[src/rtl/creek_host_ctrl.sv]
// Host-side control slave for the Creek vector core: pause/resume handshake,
// instruction RAM loader with auto-incrementing pointer, and a saturating
// count of the core's waiting rising edges. All outputs are registered.
module creek_host_ctrl #(
  parameter int INSTR_ADDR_WIDTH = 10,
  parameter int INSTR_DATA_WIDTH = 16
) (
  input  logic                        clk,
  input  logic                        reset_n,
  input  logic [1:0]                  avs_address,
  input  logic                        avs_read,
  input  logic                        avs_write,
  input  logic [31:0]                 avs_writedata,
  output logic [31:0]                 avs_readdata,
  output logic [INSTR_ADDR_WIDTH-1:0] instr_address,
  output logic [INSTR_DATA_WIDTH-1:0] instr_writedata,
  output logic                        instr_write,
  output logic                        pause_n,
  output logic                        resume,
  input  logic                        waiting
);

  localparam logic [1:0] REG_CTRL      = 2'd0;
  localparam logic [1:0] REG_LOAD_ADDR = 2'd1;
  localparam logic [1:0] REG_LOAD_DATA = 2'd2;
  localparam logic [1:0] REG_WAIT_CNT  = 2'd3;

  localparam logic [INSTR_ADDR_WIDTH-1:0] PTR_ONE = INSTR_ADDR_WIDTH'(1);

  typedef enum logic [1:0] {
    S_IDLE = 2'd0,
    S_ARM  = 2'd1,
    S_ACK  = 2'd2
  } rsm_t;

  rsm_t                        state, state_nxt;
  logic                        resume_nxt;
  logic [INSTR_ADDR_WIDTH-1:0] ptr;
  logic [15:0]                 wait_cnt;
  logic                        err;
  logic                        waiting_p1;
  logic                        wait_rise;
  logic                        ctrl_wr, addr_wr, data_wr, cnt_wr;
  logic                        pause_wr, resume_req, err_clr;
  logic [31:0]                 rd_mux;
  logic                        unused_wd;

  // Saturating increment: the counter sticks at all-ones instead of wrapping.
  function automatic logic [15:0] sat_inc16(input logic [15:0] v);
    return (v == 16'hFFFF) ? v : v + 16'd1;
  endfunction

  assign ctrl_wr    = avs_write && (avs_address == REG_CTRL);
  assign addr_wr    = avs_write && (avs_address == REG_LOAD_ADDR);
  assign data_wr    = avs_write && (avs_address == REG_LOAD_DATA);
  assign cnt_wr     = avs_write && (avs_address == REG_WAIT_CNT);
  // Pause wins over a resume request carried in the same write.
  assign pause_wr   = ctrl_wr && avs_writedata[0];
  assign resume_req = ctrl_wr && avs_writedata[1] && !avs_writedata[0];
  assign err_clr    = ctrl_wr && avs_writedata[2];
  assign wait_rise  = waiting && !waiting_p1;
  assign unused_wd  = ^avs_writedata[31:INSTR_DATA_WIDTH];

  // Resume FSM state register.
  always_ff @(posedge clk or negedge reset_n) begin
    if (!reset_n) state <= S_IDLE;
    else          state <= state_nxt;
  end

  // Resume FSM next state and pulse request; a pause write overrides everything.
  always_comb begin
    state_nxt  = state;
    resume_nxt = 1'b0;
    case (state)
      S_IDLE: if (resume_req) state_nxt = S_ARM;
      S_ARM: begin
        if (waiting) begin
          resume_nxt = 1'b1;
          state_nxt  = S_ACK;
        end
      end
      S_ACK:  if (!waiting) state_nxt = S_IDLE;
      default: state_nxt = S_IDLE;
    endcase
    if (pause_wr) begin
      state_nxt  = S_IDLE;
      resume_nxt = 1'b0;
    end
  end

  // Registered resume pulse and pause control (pause_n low holds the core).
  always_ff @(posedge clk or negedge reset_n) begin
    if (!reset_n) begin
      resume  <= 1'b0;
      pause_n <= 1'b0;
    end else begin
      resume <= resume_nxt;
      if (ctrl_wr) pause_n <= ~avs_writedata[0];
    end
  end

  // Instruction loader: pointer update and one-cycle RAM write strobe.
  always_ff @(posedge clk or negedge reset_n) begin
    if (!reset_n) begin
      ptr             <= '0;
      instr_write     <= 1'b0;
      instr_address   <= '0;
      instr_writedata <= '0;
    end else begin
      instr_write <= 1'b0;
      if (addr_wr) begin
        ptr <= avs_writedata[INSTR_ADDR_WIDTH-1:0];
      end else if (data_wr && !pause_n) begin
        instr_write     <= 1'b1;
        instr_address   <= ptr;
        instr_writedata <= avs_writedata[INSTR_DATA_WIDTH-1:0];
        ptr             <= ptr + PTR_ONE;
      end
    end
  end

  // Sticky error: set by a load attempted while the core runs, cleared by CTRL bit2.
  always_ff @(posedge clk or negedge reset_n) begin
    if (!reset_n)                err <= 1'b0;
    else if (data_wr && pause_n) err <= 1'b1;
    else if (err_clr)            err <= 1'b0;
  end

  // Waiting edge detector and saturating edge counter; a write clears it.
  always_ff @(posedge clk or negedge reset_n) begin
    if (!reset_n) begin
      waiting_p1 <= 1'b0;
      wait_cnt   <= '0;
    end else begin
      waiting_p1 <= waiting;
      if (cnt_wr)         wait_cnt <= '0;
      else if (wait_rise) wait_cnt <= sat_inc16(wait_cnt);
    end
  end

  // Read data select; reads have no side effects.
  always_comb begin
    rd_mux = '0;
    case (avs_address)
      REG_CTRL:      rd_mux = {28'd0, err, (state != S_IDLE), waiting, ~pause_n};
      REG_LOAD_ADDR: rd_mux = {{(32-INSTR_ADDR_WIDTH){1'b0}}, ptr};
      REG_LOAD_DATA: rd_mux = '0;
      REG_WAIT_CNT:  rd_mux = {16'd0, wait_cnt};
      default:       rd_mux = '0;
    endcase
  end

  // Read data register, fixed latency of one cycle.
  always_ff @(posedge clk or negedge reset_n) begin
    if (!reset_n)      avs_readdata <= '0;
    else if (avs_read) avs_readdata <= rd_mux;
    else               avs_readdata <= '0;
  end

endmodule

[config.mk]
export PLATFORM = sky130hd
export DESIGN_NAME = creek_host_ctrl
export DESIGN_NICKNAME = d
export VERILOG_FILES = /design/src/rtl/creek_host_ctrl.sv
export SDC_FILE = /design/constraint.sdc
export NUM_CORES = 1
export LEC_CHECK = 0
export CAP_MARGIN = 40
export CORE_AREA = 2 2 82 100
export DETAILED_ROUTE_END_ITERATION = 16
export DIE_AREA = 0 0 84 102
export GPL_TIMING_DRIVEN = 0
export HOLD_SLACK_MARGIN = 0.06
export PLACE_DENSITY = 0.78
export RECOVER_POWER = 50
export SYNTH_ARGS = -nofsm -noshare
export SYNTH_HDL_FRONTEND = slang
export SYNTH_SLANG_ARGS = --single-unit
[constraint.sdc]
create_clock -name clk -period 2.2 [get_ports clk]
set_input_delay 0.44 -clock clk [delete_from_list [all_inputs] [get_ports clk]]
set_output_delay 0.44 -clock clk [all_outputs]
set_load 0.02 [all_outputs]
==> results.ini, run 1 <==
[run_status]
outcome=finished, final reports clean

[synthesis]
syn_inst=376
synth_top_family_by_area=simple AND/OR/NAND/NOR gates
syn-cell-area_um2=3541
synth_top_cell_by_area=dfrtp_1
synth_fa_ha_area_share_pct=0.7067
ys_warn_count=0
synth_seq_cells=75
syn_area_per_cell_um2=9.417
synthArstFlopShare_pct=100.0
yosys.area.top_type_share_pct=53.00
synth_ff_type=dfrtp_1
yosysSeqAreaShare_pct=53.00
synthTopCellsByArea=dfrtp_1, nand2_1, mux2i_1
yosysUniqueCellTypes=49
synth_compound_gate_area_share_pct=9.894
yosys.area_share.simple_pct=25.83
synth_edf_count=0
synthXorXnorAreaFrac_pct=0.4947
synth_mux_area_share_pct=3.675

[setup_path]
critPathKind=in -> reg
crit_arrival_ns=2.38
slowest_stage=clkdlybuf4s50_1
crit_buf_inv=2
cpPeakStageDelay_ns=0.62
path_cells=clkdlybuf4s50_1 -> nand2b_2 -> or3_4 -> buf_6 -> or4_1 -> a21oi_1
crit_family=simple AND/OR/NAND/NOR gates
endpoint_kind=register
cp-start-kind=input pin
critPathRequiredTime_ns=2.47
worstPathMaxFanout=10

[sta]
finalCritPeriodShare_pct=95.82
setup_violations=0
fin_tns_setup_ns=0
fmax_mhz=474.4
finalCriticalPeriod_ns=2.108
fin_ws_ns=0.09205
max_slew_margin_pct=8.579
slew_viol_final=0
rsz0062_at_grt=no
fin_skew_ns=0.006834
finalHoldViolCount=0
max_slew.worst_pin.slew_ns=1.371
worst_hold_slack_ns=0.4774

[placement]
dp_slack_ns=-0.2821
place_congestion=0.9066
portBuffers=65
placedInstanceArea_um2=4388
hpwl_um=6111

[clock_network]
clk_pin_slew_worst_paths_ns=0.08
ctsResizeCount=0
cts_tree=built
clockBufferDepth=2
root_buffer=clkbuf_8
htree_levels=3
cts_buffers=9
cts_sinks=75
clk_latency_ns=0.35

[job]
maxCapViolCount=0

[cells_and_area]
syn_to_final_growth_pct=30.49
layout_common_cells=nand2_1, dfrtp_1, clkdlybuf4s50_1
fin_util_pct=60.99
layout-drive-gt1-share_pct=9.916
final_common_cell=nand2_1
num_antenna_cells=0
final_cell_area_um2=4621
final_nets=510

[detailed_routing]
drc_errors=0
ant_nets=0
via_per_inst=5.302
drt_iter0_drc=246
drt-total-wl_um=8247
dr.pass1.iters=4
drt-wirelength-per-cell_um=14.57
vias=3001

[floorplan]
rows=35
die_y_um=102
die_area_um2=8568
ios=100
die_w_um=84
core_area_um2=7576
start_util_pct=46.74

[pwr]
p_seq_share_pct=44.1
powerDensity_nw_per_um2=870.9
switching_share_pct=31.36
p_sw_mw=1.262
clkPwrFrac_pct=29.6
p_comb_share_pct=26.3
p_leak_nw=2.162
ir_worst_vdd_mv=0.5617
internal-power_mw=2.762

[global_route]
antenna_found_initial=0
track_usage_pct=19.86
grt_start_max_net_pins=54
overflow=0
grt_pass1_vias=2963
grt_pass1_wl_um=13680

[hold_path]
hold_path_class=reg -> reg

## metal layers
metal | part of all wire [%] | up-vias | track usage (%)
met5 | 0 | - | 0
li1 | - | 1452 | -
met3 | 5.2 | 18 | 3.393
met2 | 52 | 89 | 35.38
met1 | 41 | 1442 | 23.42
met4 | 1.9 | 0 | 9.801
## state kept, by name, summed over array words and instances, names as in the netlist
name and cells:
waiting_p1 1, wait_cnt 16, resume 1, err 1, instr_address 10, avs_readdata 16
pause_n 1, instr_writedata 16, instr_write 1, state 2, ptr 10
## cell usage after synthesis, types with 3 or more instances
| library cell | instances |
|---|---|
| buf_2 | 3 |
| o211ai_1 | 5 |
| a31oi_1 | 4 |
| inv_1 | 4 |
| nand2_1 | 107 |
| nand2b_1 | 3 |
| nand4_1 | 6 |
| buf_4 | 16 |
| nand3_1 | 9 |
| dfrtp_1 | 75 |
| o21ai_0 | 14 |
| o31ai_1 | 3 |
| nor2_1 | 15 |
| and2_1 | 6 |
| a221o_1 | 3 |
| mux2i_1 | 13 |
| a21oi_1 | 9 |
| and3_1 | 9 |
| o41ai_1 | 3 |
| or3_1 | 5 |
| clkbuf_1 | 14 |
| o311ai_0 | 4 |
| nor3_1 | 10 |
| nor2b_1 | 3 |
## stage by stage
step	cells	total power, mW
6_report	566	4.024
5_1_grt	566	4.223
4_1_cts	566	4.052
3_5_place_dp	549	2.858
3_3_place_gp	548	2.830
2_1_floorplan	391	2.324
## kinds of logic after synthesis
logic type,Yosys count
other,1
AND/OR/NAND/NOR,191
adder cells (fa/ha/maj),2
flip-flops,75
XOR/XNOR,2
AO/OA/AOI/OAI,52
buffers and inverters,40
multiplexers,13
## worst reg2reg max path, cell delays in order, from the launching register on
cell and delay (ns):
dfrtp_1 0.33, clkbuf_2 0.19, nand4_1 0.35, or3_1 0.56, and2_1 0.21, a31o_2 0.23
## final cells by class
| cell class | instances | area, µm² |
|---|---|---|
| Multi-Input combinational cell | 276 | 1498 |
| Inverter | 5 | 18.77 |
| Timing Repair Buffer | 67 | 681.9 |
| Clock buffer | 10 | 137.6 |
| Tap cell | 92 | 115.1 |
| Clock inverter | 6 | 88.84 |
| Fill cell | 644 | 2955 |
| Buffer | 35 | 203.9 |
| Sequential cell | 75 | 1877 |
## power groups by stage
| stage | logic (mW) | clock network (mW) | registers (mW) |
|---|---|---|---|
| after CTS | 1.07 | 1.21 | 1.78 |
| after global placement | 1.03 | 0 | 1.80 |
| after floorplan | 0.348 | 0 | 1.98 |
| after detailed placement | 1.06 | 0 | 1.80 |
| final | 1.06 | 1.19 | 1.78 |
| after global routing | 1.15 | 1.27 | 1.81 |
## worst paths after layout
check / from / endpoint / slack, ns / depth (start not counted)
hold / removal: instr_writedata[5]$_DFFE_PN0P_ / instr_writedata[5]$_DFFE_PN0P_ / 0.48 / 2
min in group asynchronous: reset_n / instr_write$_DFF_PN0_ / 0.94 / 2
setup / recovery: waiting / wait_cnt[9]$_DFFE_PN0P_ / 0.09 / 6
hold reg to reg: instr_writedata[5]$_DFFE_PN0P_ / instr_writedata[5]$_DFFE_PN0P_ / 0.48 / 2
setup reg to reg: wait_cnt[5]$_DFFE_PN0P_ / wait_cnt[6]$_DFFE_PN0P_ / 0.23 / 5
max in group asynchronous: reset_n / ptr[1]$_DFFE_PN0P_ / 0.39 / 3
## repair_timing
item / CTS / global route
hold endpoints to repair: 22 / 0
hold buffers: 1 / 0
buffers inserted: 0 / 0
Note: power is estimated with default switching activity, not from simulation.
==> inputs of run 2 (changes only) <==
ABC_AREA = 1   (was unset)
CORE_AREA = 2 2 84 102   (was 2 2 82 100)
DIE_AREA = 0 0 86 104   (was 0 0 84 102)
PLACE_DENSITY = 0.77   (was 0.78)
==> run 2 against run 1 <==
Sequential share of layout area down 1.7 points; non-clock buffer count decreased by 6; synthesized cell count increased by 20%; first-iteration DRC count decreased by 36%; critical path depth rose by 2; largest power group unchanged.
==> results.ini, run 2 <==
[run_status]
outcome=finished, final reports clean

[cells_and_area]
syn_to_final_growth_pct=30.80
seq_area_um2=1877
final_nets=587
fin_cells=646
final_cell_area_um2=4825
fin_util_pct=60.51
layout_common_cells=nand2_1, dfrtp_1, clkdlybuf4s50_1
reg.largest.list=avs_readdata: 16 flops, instr_writedata: 16 flops, wait_cnt: 16 flops
nFillCells=717
final_common_cell=nand2_1
num_antenna_cells=0
multi_input_area_um2=1486
layout-drive-gt1-share_pct=11.98

[sta]
max_slew_margin_pct=14.64
fin_skew_ns=0.01196
finalCritPeriodShare_pct=86.44
setup_violations=0
rsz0062_at_grt=no
finalCriticalPeriod_ns=1.902
worst_hold_slack_ns=0.4909
fin_tns_setup_ns=0
slew_viol_final=0
finalHoldViolCount=0
fmax_mhz=525.8
max_slew.worst_pin.slew_ns=1.280

[synthesis]
synthArstFlopShare_pct=100.0
synthTopCellsByArea=dfrtp_1, nand2_1, nand3_1
syn_inst=451
syn-cell-area_um2=3689
yosysUniqueCellTypes=34
yosysMostFrequentCell=nand2_1
synth_common_cells=nand2_1, dfrtp_1, inv_1
synth_edf_count=0
ys_warn_count=0
syn_area_per_cell_um2=8.179
yosys.area.top_type_share_pct=50.88
yosysSeqAreaShare_pct=50.88
synth_ff_type=dfrtp_1
synth_top_cell_by_area=dfrtp_1
synth_seq_cells=75

[setup_path]
critPathKind=in -> reg
path_cells=dlygate4sd3_1 -> inv_2 -> nor2_1 -> nand2_2 -> nand2_2 -> inv_2 -> nand2_1 -> o221ai_1
worstPathMaxFanout=6
crit_arrival_ns=2.12
endpoint_kind=register
crit_family=buffers and inverters
cp-start-kind=input pin
r2r-end=wait_cnt[0]$_DFFE_PN0P_
slowest_stage=dlygate4sd3_1
cp_num_cells=8
cp-startpoint=avs_address[0]
timing.critical_path.to=ptr[2]$_DFFE_PN0P_
r2r-start=wait_cnt[0]$_DFFE_PN0P_
cpPeakStageDelay_ns=0.71
reg2regPathDepth=8
rrSetupSlack_ns=0.42
crit_buf_inv=3
critPathRequiredTime_ns=2.42

[clock_network]
clk_latency_ns=0.36
clk_pin_slew_worst_paths_ns=0.08
clockBufferDepth=2
cts_buffers=9
root_buffer=clkbuf_8
cts_sinks=75
cts_tree=built
ctsResizeCount=0
htree_levels=3

[floorplan]
die_area_um2=8944
start_util_pct=46.26
rows=36
die_y_um=104
ios=100
core_area_um2=7973
die_w_um=86

[pwr]
p_leak_nw=2.346
ir_worst_vdd_mv=0.5095
powerDensity_nw_per_um2=886.9

[placement]
placedInstanceArea_um2=4559
hpwl_um=6609
portBuffers=67
place_inst=629
place_congestion=0.8643

[detailed_routing]
routed-wl-met2_um=4687
wl_met1_um=3441
drt-total-wl_um=8858
dr.pass1.iters=4
vias=3223
drt-wirelength-per-cell_um=13.71
wl_met3_um=526
ant_nets=0
via_per_inst=4.989
drt_iter0_drc=157
drc_errors=0
routed.top_layer=met4

[global_route]
antenna_found_initial=0
overflow=0
grt_pass1_vias=3348
track_usage_pct=21.56
grt_pass1_wl_um=15400
grt_start_max_net_pins=54

[hold_path]
hold_path_class=reg -> reg

[job]
maxCapViolCount=0

-- run 2: worst min-delay path, cell delays in order, from the launching register on --
cell and delay (ns):
dfrtp_1 0.35, nand2_1 0.05, nand2_1 0.05
-- run 2: cell type report --
cell class	count	share of cell area, %
multi-input cells	314	30.81
inverters	50	3.916
plain buffers	27	3.890
flip-flops and latches	75	38.90
well taps	95	2.464
clock inverters	6	2.827
repair buffers	69	14.55
clock buffers	10	2.645
-- run 2: cells by family (layout without fill, tap and decap cells) --
kind of cell	Yosys count	count (layout)	share of synthesized area, %
compound gates	52	52	8.514
xor+xnor	9	9	2.137
fa+ha+maj	2	2	0.6783
buf+inv	77	162	10.21
flops	75	75	50.88
other cells	1	16	0.1017
simple gates	235	235	27.48
-- run 2: repair_timing --
action	in CTS	in global routing
buffers inserted	0	0
endpoints found under the hold margin	22	0
endpoints found under the setup margin	0	0
hold buffers	1	0
-- run 2: metrics by stage --
step                power (mW)  worst slack [ns]
floorplan                2.381            0.7357
global placement         2.845            -1.865
detailed placement       2.879            0.1276
CTS                      4.291            0.3615
global route             4.489            0.1704
finish                   4.279            0.2983
-- run 2: how the worst min path moves through the flow --
| stage | cells past startpoint | from | slack [ns] | end |
|---|---|---|---|---|
| after floorplan | 0 | reset_n | 0.14 | avs_readdata[0]$_DFF_PN0_ |
| after global placement | 2 | instr_address[2]$_DFFE_PN0P_ | 0.47 | instr_address[2]$_DFFE_PN0P_ |
| after detailed placement | 1 | reset_n | 0.36 | avs_readdata[10]$_DFF_PN0_ |
| after CTS | 2 | instr_writedata[6]$_DFFE_PN0P_ | 0.49 | instr_writedata[6]$_DFFE_PN0P_ |
| after global routing | 2 | instr_writedata[13]$_DFFE_PN0P_ | 0.52 | instr_writedata[13]$_DFFE_PN0P_ |
| final | 2 | instr_writedata[12]$_DFFE_PN0P_ | 0.49 | instr_writedata[12]$_DFFE_PN0P_ |
-- run 2: routing by layer --
layer / track usage [%] / vias up
li1: - / 1581
met1: 24.36 / 1505
met2: 37.93 / 116
met3: 6.190 / 21
met4: 7.937 / 0
met5: 0 / -
-- run 2: power by group --
group	total (mW)	switching (mW)	internal [mW]
registers	1.79	0.181	1.61
logic	1.07	0.598	0.472
clock network	1.42	0.547	0.873
total	4.28	1.32	2.95
==> inputs of run 3 (changes only) <==
CORE_AREA = 2 2 87 106   (was 2 2 84 102)
CTS_CLUSTER_DIAMETER = 40   (was unset)
DIE_AREA = 0 0 89 108   (was 0 0 86 104)
PLACE_DENSITY = 0.75   (was 0.77)
clock period = 1.53 ns   (was 2.2 ns; I/O delays follow)
==> run 3 against run 2 <==
Worst setup slack worse by 0.25 ns; final cell count increased by 4.6%; critical path type is now reg -> reg; critical endpoint is now wait_cnt[4]$_DFFE_PN0P_; largest power group unchanged; highest routed layer unchanged; sequential share of layout area fell by 0.52 points.
==> results.ini, run 3 (synthesis gave the netlist of run 2 again) <==
[clock_network]
root_buffer=clkbuf_8
cts_sinks=75
cts_tree=built
clk_latency_ns=0.36
clk_pin_slew_worst_paths_ns=0.08
htree_levels=3
clockBufferDepth=2
cts_buffers=9

[placement]
place_congestion=0.8672
hpwl_um=6628
portBuffers=67
dp_slack_ns=-0.4015

[detailed_routing]
drt_iter0_drc=170
ant_nets=0
drt-wirelength-per-cell_um=13.08
vias=3187
drc_errors=0
drt-total-wl_um=8845
via_per_inst=4.714
dr.pass1.iters=4

[setup_path]
worstPathMaxFanout=5
critPathKind=reg -> reg
critPathRequiredTime_ns=1.77
cpPeakStageDelay_ns=0.41
crit_arrival_ns=1.72
slowest_stage=dfrtp_1
path_cells=ha_4 -> nand3_2 -> inv_2 -> nand2_2 -> nand3b_1 -> nand2_2 -> inv_1 -> nand2_1 -> nand2_1
endpoint_kind=register
cp-start-kind=register

[cells_and_area]
fin_util_pct=57.67
reg.largest.list=avs_readdata: 16 flops, instr_writedata: 16 flops, wait_cnt: 16 flops
syn_to_final_growth_pct=33.17
layout-drive-gt1-share_pct=16.49
final_common_cell=nand2_1
final_nets=595
layout_common_cells=nand2_1, dfrtp_1, dlygate4sd2_1

[floorplan]
core_area_um2=8518
die_w_um=89
rows=37
die_area_um2=9612
start_util_pct=43.30
ios=100
die_y_um=108

[sta]
fin_ws_ns=0.04860
finalCriticalPeriod_ns=1.481
finalCritPeriodShare_pct=96.82
fmax_mhz=675.0
finalHoldViolCount=0
max_slew.worst_pin.slew_ns=0.5976
fin_skew_ns=0.01060
fin_tns_setup_ns=0
setup_violations=0
rsz0062_at_grt=yes
max_slew_margin_pct=60.16
slew_viol_final=0

[global_route]
grt_pass1_wl_um=14490
antenna_found_initial=0
track_usage_pct=19.60
grt_pass1_vias=3075
grt_start_max_net_pins=54
overflow=0

[run_status]
outcome=finished, final reports clean

[pwr]
internal-power_mw=3.989
powerDensity_nw_per_um2=1190
clkPwrFrac_pct=30.7
p_leak_nw=2.549
p_seq_share_pct=44.0
p_sw_mw=1.859
p_comb_share_pct=25.3
switching_share_pct=31.79
ir_worst_vdd_mv=0.5965

[hold_path]
hold_path_class=in -> reg

[job]
maxCapViolCount=0

## run 3: final cells by class
type / count / area, µm²
Clock inverter: 5 / 102.6
Multi-Input combinational cell: 314 / 1539
Buffer: 27 / 192.7
Antenna cell: 1 / 2.502
Fill cell: 793 / 3606
Tap cell: 117 / 146.4
Sequential cell: 75 / 1886
Clock buffer: 10 / 127.6
Inverter: 50 / 192.7
Timing Repair Buffer: 77 / 723.2
## run 3: path summary, 6_finish.rpt
kind                                                   to                            from  cells after the start  slack [ns]
setup / recovery                  wait_cnt[4]$_DFFE_PN0P_         wait_cnt[0]$_DFFE_PN0P_                      9        0.05
hold / removal                         ptr[0]$_DFFE_PN0P_                       avs_write                      3        0.43
setup reg to reg                  wait_cnt[4]$_DFFE_PN0P_         wait_cnt[0]$_DFFE_PN0P_                      9        0.05
hold reg to reg            instr_writedata[6]$_DFFE_PN0P_  instr_writedata[6]$_DFFE_PN0P_                      2        0.48
max in group asynchronous         wait_cnt[4]$_DFFE_PN0P_                         reset_n                      3        0.37
min in group asynchronous            state[1]$_DFFE_PN0P_                         reset_n                      2        0.49
## run 3: per-stage QoR
step | cell area [µm²] | hold WS, ns | instances | power (mW)
floorplan | 3745 | 0.01041 | 466 | 3.424
global placement | 4562 | 0.4658 | 650 | 4.086
detailed placement | 4587 | 0.2198 | 651 | 4.135
CTS | 4801 | 0.3878 | 668 | 5.809
global route | 4910 | 0.4526 | 675 | 6.166
finish | 4912 | 0.4313 | 676 | 5.848
## run 3: worst max-delay path, delay by kind of cell (launching register included)
| kind | cells | cell delay (ns) |
|---|---|---|
| and+or+nand+nor | 6 | 0.61 |
| DFF | 1 | 0.41 |
| buffers and inverters | 2 | 0.20 |
| adders and majority gates | 1 | 0.16 |
## run 3: timing repair
item | in CTS | in global routing
pin swaps | 0 | 3
buffers inserted | 1 | 6
gates cloned | 0 | 1
hold buffers | 1 | 0
setup endpoints to repair | 73 | 48
endpoints found under the hold margin | 22 | 0
gates resized for setup | 51 | 22
## run 3: power by group through the flow
| stage | clock, mW | sequential, mW | combinational (mW) |
|---|---|---|---|
| final | 1.80 | 2.57 | 1.48 |
| after CTS | 1.82 | 2.57 | 1.43 |
| after floorplan | 0 | 2.80 | 0.621 |
| after global routing | 1.90 | 2.61 | 1.65 |
| after detailed placement | 0 | 2.60 | 1.54 |
| after global placement | 0 | 2.59 | 1.49 |
## run 3: routing by layer
metal / vias up / wire length, µm / GRT usage [%] / share of wire, %
li1: 1604 / - / - / -
met1: 1483 / 3474 / 22.77 / 39
met2: 86 / 4726 / 34.65 / 53
met3: 14 / 485 / 4.351 / 5.5
met4: 0 / 158 / 7.676 / 1.8
met5: - / 0 / 0 / 0
